### src/rtl/ex_pkg.sv
// ex_pkg: shared EX-stage constants, funct3 divide codes and divider state enum
package ex_pkg;
  localparam int XLEN_DEFAULT = 32;
  localparam logic [2:0] F3_DIV  = 3'b100;
  localparam logic [2:0] F3_DIVU = 3'b101;
  localparam logic [2:0] F3_REM  = 3'b110;
  localparam logic [2:0] F3_REMU = 3'b111;
  typedef enum logic [1:0] {DIV_IDLE, DIV_CALC, DIV_FIX, DIV_DONE} div_state_e;
endpackage

### src/rtl/div_step.sv
// div_step: one restoring-division iteration; in rem/quo/divisor, out next rem/quo
module div_step #(
  parameter int XLEN = 32
) (
  input  logic [XLEN-1:0] rem,
  input  logic [XLEN-1:0] quo,
  input  logic [XLEN-1:0] divisor,
  output logic [XLEN-1:0] rem_nxt,
  output logic [XLEN-1:0] quo_nxt
);
  logic [XLEN:0] trial;
  always_comb begin
    trial   = {rem, quo[XLEN-1]} - {1'b0, divisor};
    rem_nxt = trial[XLEN] ? {rem[XLEN-2:0], quo[XLEN-1]} : trial[XLEN-1:0];
    quo_nxt = {quo[XLEN-2:0], ~trial[XLEN]};
  end
endmodule

### src/rtl/ex_div_seq.sv
// ex_div_seq: multi-cycle DIV/DIVU/REM/REMU sequencer; start/funct3/op_a/op_b/flush in, stall/busy/done/result out
module ex_div_seq
  import ex_pkg::*;
#(
  parameter int XLEN = XLEN_DEFAULT
) (
  input  logic            clk,
  input  logic            rst_n,
  input  logic            start,
  input  logic [2:0]      funct3,
  input  logic [XLEN-1:0] op_a,
  input  logic [XLEN-1:0] op_b,
  input  logic            flush,
  output logic            stall,
  output logic            busy,
  output logic            done,
  output logic [XLEN-1:0] result
);
  localparam int CW = $clog2(XLEN);
  localparam logic [CW-1:0] LAST = CW'(XLEN - 1);
  localparam logic [XLEN-1:0] MIN = {1'b1, {(XLEN-1){1'b0}}};
  div_state_e state_q, state_d;
  logic [XLEN-1:0] rem_q, rem_d, quo_q, quo_d, dvs_q, dvs_d, result_q, result_d;
  logic [XLEN-1:0] step_rem, step_quo;
  logic [CW-1:0] cnt_q, cnt_d;
  logic sel_rem_q, sel_rem_d, qneg_q, qneg_d, rneg_q, rneg_d;
  logic accept, sgn;
  div_step #(.XLEN(XLEN)) u_step (
    .rem(rem_q), .quo(quo_q), .divisor(dvs_q), .rem_nxt(step_rem), .quo_nxt(step_quo)
  );
  always_comb begin
    accept    = (state_q == DIV_IDLE) & start & funct3[2] & ~flush;
    sgn       = ~funct3[0];
    state_d   = state_q;
    rem_d     = rem_q;
    quo_d     = quo_q;
    dvs_d     = dvs_q;
    cnt_d     = cnt_q;
    sel_rem_d = sel_rem_q;
    qneg_d    = qneg_q;
    rneg_d    = rneg_q;
    result_d  = result_q;
    case (state_q)
      DIV_IDLE: if (accept) begin
        sel_rem_d = funct3[1];
        qneg_d    = sgn & (op_a[XLEN-1] ^ op_b[XLEN-1]);
        rneg_d    = sgn & op_a[XLEN-1];
        rem_d     = '0;
        quo_d     = (sgn & op_a[XLEN-1]) ? -op_a : op_a;
        dvs_d     = (sgn & op_b[XLEN-1]) ? -op_b : op_b;
        cnt_d     = '0;
        state_d   = DIV_CALC;
        if (op_b == '0) begin
          result_d = funct3[1] ? op_a : '1;
          state_d  = DIV_DONE;
        end else if (sgn && op_a == MIN && op_b == '1) begin
          result_d = funct3[1] ? '0 : MIN;
          state_d  = DIV_DONE;
        end
      end
      DIV_CALC: begin
        rem_d   = step_rem;
        quo_d   = step_quo;
        cnt_d   = cnt_q + CW'(1);
        state_d = flush ? DIV_IDLE : (cnt_q == LAST ? DIV_FIX : DIV_CALC);
      end
      DIV_FIX: begin
        result_d = flush ? result_q : sel_rem_q ? (rneg_q ? -rem_q : rem_q) : (qneg_q ? -quo_q : quo_q);
        state_d  = flush ? DIV_IDLE : DIV_DONE;
      end
      DIV_DONE: state_d = DIV_IDLE;
    endcase
  end
  always_ff @(posedge clk or negedge rst_n) begin
    if (!rst_n) begin
      state_q   <= DIV_IDLE;
      rem_q     <= '0;
      quo_q     <= '0;
      dvs_q     <= '0;
      cnt_q     <= '0;
      sel_rem_q <= 1'b0;
      qneg_q    <= 1'b0;
      rneg_q    <= 1'b0;
      result_q  <= '0;
    end else begin
      state_q   <= state_d;
      rem_q     <= rem_d;
      quo_q     <= quo_d;
      dvs_q     <= dvs_d;
      cnt_q     <= cnt_d;
      sel_rem_q <= sel_rem_d;
      qneg_q    <= qneg_d;
      rneg_q    <= rneg_d;
      result_q  <= result_d;
    end
  end
  assign stall  = accept | (state_q == DIV_CALC) | (state_q == DIV_FIX);
  assign busy   = state_q != DIV_IDLE;
  assign done   = state_q == DIV_DONE;
  assign result = result_q;
endmodule

### config.mk
export PLATFORM = sky130hd
export DESIGN_NAME = ex_div_seq
export DESIGN_NICKNAME = d
export VERILOG_FILES = /design/src/rtl/ex_pkg.sv /design/src/rtl/div_step.sv /design/src/rtl/ex_div_seq.sv
export SDC_FILE = /design/constraint.sdc
export NUM_CORES = 1
export LEC_CHECK = 0
export BUFFER_PORTS_ARGS = -buffer_cell sky130_fd_sc_hd__buf_2
export CAP_MARGIN = 20
export CORE_ASPECT_RATIO = 1.1
export CORE_MARGIN = 2
export CORE_UTILIZATION = 55
export CTS_CLUSTER_SIZE = 24
export DETAILED_ROUTE_END_ITERATION = 10
export HOLD_SLACK_MARGIN = 0.1
export PLACE_DENSITY = 0.82
export SLEW_MARGIN = 5
export SYNTH_ARGS = -nofsm -noshare
export SYNTH_HDL_FRONTEND = slang
export SYNTH_HIERARCHICAL = 1
export SYNTH_SLANG_ARGS = --single-unit
### constraint.sdc
create_clock -name clk -period 3.3 [get_ports clk]
set_input_delay 0 -clock clk [delete_from_list [all_inputs] [get_ports clk]]
set_output_delay 0 -clock clk [all_outputs]
set_load 0.03 [all_outputs]
Yosys cells after proc, flatten, opt, wreduce, memory -nomap -nowiden
Index checks and enable logic that the tools add are counted.
{ "totals": {"latch_bits": 0, "romBits": 0, "mem_count": 0, "in_bits": 71, "word_cells": 72, "regBits": 138, "output_inout_bits": 35, "mem_bits_rw": 0} }
{ "classes": {"div": 0, "multipliers": 0, "n_addsub": 6, "reduce_logical": 10, "n_eq_ne": 9, "n_shift": 0, "magnitude_cmp": 0, "bitwise_logic": 12, "n_mux": 26} }
{ "op_table": {"columns": ["operator", "n"], "rows": [
  ["32-bit two-way mux", 14],
  ["32-bit case mux with 2 select lines", 3],
  ["32-bit negation", 4],
  ["32-bit equality test (second input constant)", 2],
  ["33-bit by 32-bit subtractor with 33-bit output", 1],
  ["32-bit zero test", 1],
  ["2-bit two-way mux", 6],
  ["5-bit case mux with 2 select lines", 1],
  ["2-bit case mux with 4 select lines", 1],
  ["1-bit AND", 6],
  ["2-bit nonzero test", 3],
  ["5-bit by 1-bit adder with 5-bit output (second input constant)", 1],
  ["5-bit equality test (second input constant)", 1],
  ["5-bit two-way mux", 1],
  ["2-bit equality test (second input constant)", 2],
  ["2-bit != test (second input constant)", 2],
  ["2-bit AND reduction", 2],
  ["4-bit AND reduction", 1],
  ["3-bit by 1-bit != test with 1-bit output (second input constant)", 1],
  ["1-bit NOT", 3],
  ["2-bit by 1-bit equality test with 1-bit output (second input constant)", 1],
  ["1-bit logical AND", 2],
  ["2-bit zero test", 1],
  ["1-bit bitwise OR", 2],
  ["1-bit XOR", 1]
]} }

Logic depth before layout (Yosys ltp)
Gate-level depths: netlist of run 1.
{ "logic_depth": {"word_depth": 7, "depth_mapped": 16, "depth_no_buf": 15} }

Cells and area by module
The synthesis of run 1 kept the hierarchy.
{ "by_module_without_submodules": {"columns": ["mod", "n_inst", "area_each_um2", "cells_per_inst", "seq_area_each_um2"], "rows": [
  ["ex_div_seq", 1, 9102.5, 1094, 3453.3],
  ["div_step", 1, 2488.6, 342, 0.0]
]} }

Worst setup path before layout of run 1
OpenSTA, ideal clock, no wires.
{ "synth_path": {"path_kind": "reg-to-reg", "startpoint": "register quo_q[31]", "endpoint": "register rem_q[30]", "slack_ns": 0.131, "period_less_slack_ns": 3.169, "n_path_buf": 1, "required_time_ns": 3.164, "stages_incl_launch_ff": 17, "setup_time_ns": 0.136, "t_arrival_ns": 3.033, "cell_sequence": "dfrtp_1 > inv_1 > ha_1 > fa_1 > and2b_1 > o2111ai_1 > a21oi_2 > o2111ai_1 > a211oi_2 > nor2_2 > mux2i_1 > and2_4 > inv_2 > buf_6 > mux2_4 > nand2_1 > o21ai_0"} }
{ "synth_between": {"elab_chain_cells": 3} }
{ "synth_rtl": {"columns": ["item", "line_no", "text"], "rows": [
  ["start: declaration", "ex_div_seq.sv:23", "logic [XLEN-1:0] rem_q, rem_d, quo_q, quo_d, dvs_q, dvs_d, result_q, result_d;"],
  ["start signal: assignment", "ex_div_seq.sv:88", "quo_q <= quo_d;"],
  ["33-bit by 32-bit subtractor with 33-bit output", "div_step.sv:13", "trial = {rem, quo[XLEN-1]} - {1'b0, divisor};"],
  ["32-bit two-way mux", "div_step.sv:14", "rem_nxt = trial[XLEN] ? {rem[XLEN-2:0], quo[XLEN-1]} : trial[XLEN-1:0];"],
  ["via step_rem[30]", "ex_div_seq.sv:24", "logic [XLEN-1:0] step_rem, step_quo;"],
  ["32-bit case mux with 2 select lines", "ex_div_seq.sv:43", "case (state_q)"],
  ["end signal: assignment", "ex_div_seq.sv:87", "rem_q <= rem_d;"],
  ["end: declaration", "ex_div_seq.sv:23", null]
]} }
The timed path passes the listed nets, and every way through them passes these cells.
A chain may end at the register's enable or synchronous reset.

Worst setup path after layout of run 1
{ "layout_path": {"startpoint": "register quo_q[31]", "endpoint": "register rem_q[4]"} }
Same word-level chain as after synthesis.

==> run_results.csv, run 1 <==
group,metric,value,unit
placement,dp_hpwl,25300,µm
drt,wl,36500,µm
critical_path,crit_path_cell_trace,"inv_1 > ha_2 > fa_2 > and2b_2 > o2111ai_4 > a21oi_2 > o2111ai_2 > a211oi_2 > nor2_2 > mux2i_1 > and2_4 > inv_12 > mux2_1 > nand2_1 > o21ai_0",
drt,drtIter0Drc,1296,
sta,post-route-period-util,0.963,
power_and_ir_drop,power,11.2,mW
clocking,cts_tree,"yes",
synth,synth_nets,1547,
global_route,first_global_vias,11491,
synth,yosysSeqAreaShare,0.298,
critical_path,crit_fanout,22,
drt,num_vias,12016,
placement,postPlaceCellArea,12400,µm²
drt,drtAntennaViolNets,0,
sta,finalClockSkew,0.0104,ns
sta,finalMaxSlewViolations,0,
synth,yosysWarnings,6,
synth,synth_area,11600,µm²
drt,viasPerCell,6.45,
critical_path,arrival,3.48,ns
power_and_ir_drop,power_frac_seq,0.243,
die,coreArea,20600,µm²
synth,synthCells,1436,
finish,utilization,0.676,
critical_path,cp.required,3.60,ns
sta,worst_slack,0.123,ns
power_and_ir_drop,p_leak,6.08,nW
finish,final_common_cell,"nand2_1",
placement,dp_cells,1746,
clocking,numClockSinks,138,
global_route,grt_pass1_wl,58900,µm
clocking,clk_latency,0.44,ns
sta,rsz0062_at_grt,"true",
die,fp.dieH,156,µm
sta,setup_violations,0,
clocking,htree_levels,4,
die,num_io_pins,106,
finish,area_delta_synth_final,20.3,%
global_route,grt_overflow,0,
critical_path,crit_buf_inv,2,
sta,hold_viol,0,
sta,worst_pin_slew,1.06,ns
power_and_ir_drop,power_frac_comb,0.568,
clocking,root_buffer,"clkbuf_16",
finish,fin_nets,1704,
synth,synth_edf_count,0,
sta,slew_headroom,0.295,
synth,ys_ff_latch,138,
drt,first_pass_iters,7,
global_route,grtUsageTotal,0.333,
placement,pre_cts_ws,-0.329,ns
drt,wl_per_cell,19.6,µm
finish,fin_cells,1862,
sta,period_needed,3.18,ns
synth,syn_area_per_cell,8.07,µm²
run,drv_cap,0,
synth,synth_ff_type,"dfrtp_1",
placement,port_buffers,105,
global_route,antenna_found_initial,0,
status,status,"complete, no violations",
critical_path,max_stage_delay,0.34,ns
synth,async_flop_share,1.00,
finish,layout-drive-gt1-share,0.174,
drt,drc,0,
power_and_ir_drop,ir_worst_vdd,0.601,mV
finish,final_cell_mix,"209 x nand2_1, 138 x dfrtp_1, 116 x o21ai_0",
finish,fin_area,13900,µm²
power_and_ir_drop,power.switching,4.80,mW
critical_path,cp_top_family,"compound AO/OA/AOI/OAI gates",
power_and_ir_drop,p_clk_frac,0.189,
die,rows,55,
power_and_ir_drop,intPower,6.35,mW
global_route,grt_max_degree,74,
critical_path,end_kind,"flop",
die,die_x,142,µm
critical_path,cp_num_cells,15,
clocking,clkTransAtPathRegs,0.06,ns
clocking,cts_buffers,17,
min_path,hp-class,"input pin to asynchronous set/reset pin",
critical_path,timing_worst_setup_path_type,"flop to flop",
finish,diodes,0,
critical_path,crit_slowest_cell,"dfrtp_1",
placement,gp_congestion,0.962,
power_and_ir_drop,p_per_area,800,nW/µm²
critical_path,ff2ff_path_depth,15,
power_and_ir_drop,sw_frac_of_total,0.431,
die,die_area,22300,µm²
sta,fmax,0.315,GHz
critical_path,cp-start-kind,"flop",
die,initial_core_util,0.561,
synth,ys_types,86,
clocking,cts_buffer_depth,2,
-- logic make-up after synthesis --
group,Yosys count,share of synthesized area
AO/OA/AOI/OAI,394,0.222
XOR/XNOR,142,0.107
adder cells (fa/ha/maj),40,0.0438
buffers and inverters,171,0.0682
flip-flops,138,0.298
multiplexers,38,0.0421
AND/OR/NAND/NOR,513,0.219
-- synth_stat cells, types with 11 or more instances --
cell,count,area share
a31oi_1,22,0.012
nand2b_1,12,0.0065
nor4_1,18,0.0097
a21o_1,18,0.012
and3_1,26,0.014
clkbuf_1,70,0.023
mux2_4,19,0.025
xor2_1,68,0.051
nand3_1,34,0.015
nor2_1,84,0.027
o21ai_0,118,0.051
or4_1,26,0.017
o211ai_1,11,0.0071
o41ai_1,20,0.015
o21ai_1,14,0.0060
ha_1,39,0.042
or3_1,14,0.0076
buf_4,32,0.021
nand4_1,18,0.0097
nor3_1,18,0.0078
xnor2_1,74,0.056
o31ai_1,28,0.018
a21oi_1,80,0.035
nand2_1,209,0.068
inv_1,50,0.016
dfrtp_1,138,0.30
-- timing repair --
| action | 4_1_cts | 5_1_grt |
|---|---|---|
| buffers inserted | 0 | 4 |
| pin swaps | 1 | 4 |
| gates resized for setup | 6 | 13 |
| endpoints found under the hold margin | 161 | 0 |
| setup endpoints to repair | 22 | 34 |
| hold buffers | 80 | 0 |
-- flip-flops by register name, summed over array words and instances, names as in the netlist --
name	cells
cnt_q	5
dvs_q	32
qneg_q	1
quo_q	32
rem_q	32
result	32
rneg_q	1
sel_rem_q	1
state_q	2
-- layout make-up --
| type | instances | area [µm²] |
|---|---|---|
| fill | 1650 | 6700 |
| timing repair buffer | 256 | 1890 |
| sequential | 138 | 3450 |
| inverter | 53 | 211 |
| clock inverter | 13 | 191 |
| clock buffer | 19 | 443 |
| multi-input combinational | 1127 | 7440 |
| tap | 256 | 320 |
-- worst paths after layout --
path	start	to	slack, ns
worst max-delay path	quo_q[31]$_DFFE_PN0P_	rem_q[4]$_DFFE_PN0P_	0.12
worst min-delay path	rst_n	dvs_q[12]$_DFFE_PN0P_	0.17
worst max register to register	quo_q[31]$_DFFE_PN0P_	rem_q[4]$_DFFE_PN0P_	0.12
worst min register to register	dvs_q[9]$_DFFE_PN0P_	dvs_q[9]$_DFFE_PN0P_	0.48
max in group asynchronous	rst_n	quo_q[11]$_DFFE_PN0P_	2.28
min in group clk	start	quo_q[20]$_DFFE_PN0P_	0.24
-- routing by layer --
layer	global-route usage	wire (µm)
met1	0.426	14600
met2	0.544	17300
met3	0.0548	2880
met4	0.174	1770
met5	0	0
-- per-stage QoR --
step                setup TNS, ns  hold WS [ns]
floorplan                       0        -0.296
detailed placement          -6.28        0.0904
global route               -0.697         0.230
CTS                             0         0.206
global placement            -3.29        0.0742
finish                          0         0.170
-- power by group through the flow --
stage | sequential [mW] | clock [mW] | combinational (mW)
6_report | 2.71 | 2.11 | 6.33
5_1_grt | 2.76 | 2.19 | 6.89
4_1_cts | 2.68 | 2.11 | 6.08
3_5_place_dp | 2.71 | 0 | 5.89
3_3_place_gp | 2.69 | 0 | 5.75
2_1_floorplan | 2.73 | 0 | 4.47
-- worst reg2reg max path: stages, from the launching register on --
cell	delay [ns]
dfrtp_1	0.34
inv_1	0.05
ha_2	0.19
fa_2	0.34
and2b_2	0.27
o2111ai_4	0.14
a21oi_2	0.25
o2111ai_2	0.17
a211oi_2	0.24
nor2_2	0.08
mux2i_1	0.20
and2_4	0.23
inv_12	0.09
mux2_1	0.33
nand2_1	0.06
o21ai_0	0.07
Power figures use the tool's default switching activity.
==> inputs of run 2 (changes only) <==
- MAX_ROUTING_LAYER: default -> met4
==> run_results.csv, run 2 (synthesis results as in run 1) <==
group,metric,value,unit
clocking,root_buffer,"clkbuf_16",
critical_path,end_kind,"flop",
placement,gp_congestion,0.956,
drt,wl,36100,µm
finish,layout-drive-gt1-share,0.170,
power_and_ir_drop,power_frac_comb,0.578,
power_and_ir_drop,sw_frac_of_total,0.428,
sta,finalMaxSlewViolations,0,
drt,wl_per_cell,19.5,µm
finish,final_common_cell,"nand2_1",
placement,dp_hpwl,25000,µm
critical_path,cp-start-kind,"flop",
sta,finalClockSkew,0.00897,ns
clocking,clk_latency,0.44,ns
sta,post-route-period-util,1.01,
die,die_area,22300,µm²
critical_path,crit_fanout,6,
die,rows,55,
drt,drtIter0Drc,1302,
clocking,numClockSinks,138,
power_and_ir_drop,power_frac_seq,0.246,
status,violations,"setup timing",
sta,fmax,0.300,GHz
finish,area_delta_synth_final,19.9,%
finish,seq_area,3450,µm²
global_route,first_global_vias,11519,
sta,period_needed,3.34,ns
critical_path,arrival,3.64,ns
sta,worst_pin_slew,1.07,ns
sta,hold_ws,0.103,ns
drt,drtAntennaViolNets,0,
clocking,htree_levels,4,
global_route,antenna_found_initial,0,
placement,port_buffers,105,
clocking,cts_buffers,17,
critical_path,cp.required,3.60,ns
global_route,grtUsageTotal,0.335,
die,fp.dieH,156,µm
power_and_ir_drop,power.switching,4.80,mW
drt,drc,0,
drt,num_vias,11814,
finish,final_cell_mix,"204 x nand2_1, 138 x dfrtp_1, 104 x buf_2",
power_and_ir_drop,ir_worst_vdd,0.614,mV
sta,hold_viol,0,
clocking,cts_tree,"yes",
finish,fillCellCount,1652,
clocking,clkTransAtPathRegs,0.06,ns
min_path,hp-class,"input pin to flop",
power_and_ir_drop,p_per_area,806,nW/µm²
die,die_x,142,µm
die,coreArea,20600,µm²
global_route,grt_pass1_wl,57900,µm
power_and_ir_drop,p_clk_frac,0.176,
die,num_io_pins,106,
global_route,grt_overflow,0,
sta,setup_violations,18,
drt,viasPerCell,6.38,
power_and_ir_drop,intPower,6.41,mW
placement,pre_cts_ws,-0.0588,ns
sta,rsz0062_at_grt,"true",
power_and_ir_drop,p_leak,6.06,nW
clocking,cts_buffer_depth,2,
global_route,grt_max_degree,102,
die,initial_core_util,0.561,
drt,first_pass_iters,9,
critical_path,timing_worst_setup_path_type,"flop to flop",
status,status,"finished, violations left",
finish,diodes,0,
finish,utilization,0.673,
finish,multi_input_area,7420,µm²
finish,fin_nets,1695,
sta,slew_headroom,0.284,
sta,worst_slack,-0.0386,ns
run,drv_cap,0,
==> run 2: changes by cell type in the layout (fill, tap and decap cells not counted), moves of 3 or more <==
| cell | change |
|---|---|
| nand2_2 | +5 |
| buf_4 | -17 |
| buf_12 | +3 |
| nand2_1 | -5 |
| o21ai_0 | -15 |
| o21ai_1 | +13 |
| clkbuf_8 | +3 |
==> run 2: worst max-delay path: stages (launching register included) <==
cell and delay, ns:
dfrtp_1 0.34, inv_1 0.05, ha_2 0.19, fa_2 0.40, and2b_2 0.25, o2111ai_2 0.16
a21oi_2 0.24, o2111ai_2 0.16, a211oi_2 0.27, nor2_2 0.07, mux2i_1 0.22, and2_4 0.21
inv_6 0.05, clkbuf_16 0.16, mux2_4 0.29, nand2_1 0.08, o21ai_1 0.07
==> run 2: what timing repair did <==
item                       in CTS  in global routing
gates cloned                    0                  3
setup endpoints to repair      21                 30
hold buffers                   82                  0
hold endpoints to repair      189                  0
resized for setup               2                 33
pin swaps                       2                  6
setup buffers                   2                  3
==> run 2: power by group through the flow <==
stage | clock network (mW) | registers, mW | logic [mW]
after floorplan | 0 | 2.73 | 4.47
after global placement | 0 | 2.74 | 5.64
after detailed placement | 0 | 2.76 | 5.78
after CTS | 1.98 | 2.74 | 5.95
after global routing | 2.05 | 2.83 | 7.00
final | 1.97 | 2.76 | 6.48
==> run 2: layer usage <==
metal	vias to the layer above	track usage	routed length, µm
li1	5444	-	-
met3	131	0.0508	2560
met1	5647	0.423	14600
met5	-	-	0
met2	592	0.535	17300
met4	0	0.151	1610
==> run 2: final timing paths <==
path,startpoint,to,slack [ns],cells past startpoint
setup reg to reg,quo_q[31]$_DFFE_PN0P_,rem_q[17]$_DFFE_PN0P_,-0.04,16
hold reg to reg,dvs_q[15]$_DFFE_PN0P_,dvs_q[15]$_DFFE_PN0P_,0.47,2
hold / removal,op_b[1],dvs_q[1]$_DFFE_PN0P_,0.10,5
max in group asynchronous,rst_n,rem_q[28]$_DFFE_PN0P_,2.28,3
min in group asynchronous,rst_n,cnt_q[3]$_DFFE_PN0P_,0.29,2
setup / recovery,quo_q[31]$_DFFE_PN0P_,rem_q[17]$_DFFE_PN0P_,-0.04,16
==> run 2: layout make-up <==
class | count | share of cell area
Clock buffer | 23 | 0.0351
Clock inverter | 9 | 0.00810
Inverter | 53 | 0.0147
Multi-Input combinational cell | 1127 | 0.534
Sequential cell | 138 | 0.248
Tap cell | 256 | 0.0230
Timing Repair Buffer | 247 | 0.137
==> run 2: metrics by stage <==
stage               instance area, µm²  setup TNS [ns]  total power [mW]  instances
global route                     13900           -4.22              11.9       1853
CTS                              13800               0              10.7       1848
detailed placement               12300          -0.610              8.54       1732
floorplan                        11600               0              7.20       1436
finish                           13900          -0.304              11.2       1853
global placement                 12300               0              8.38       1732
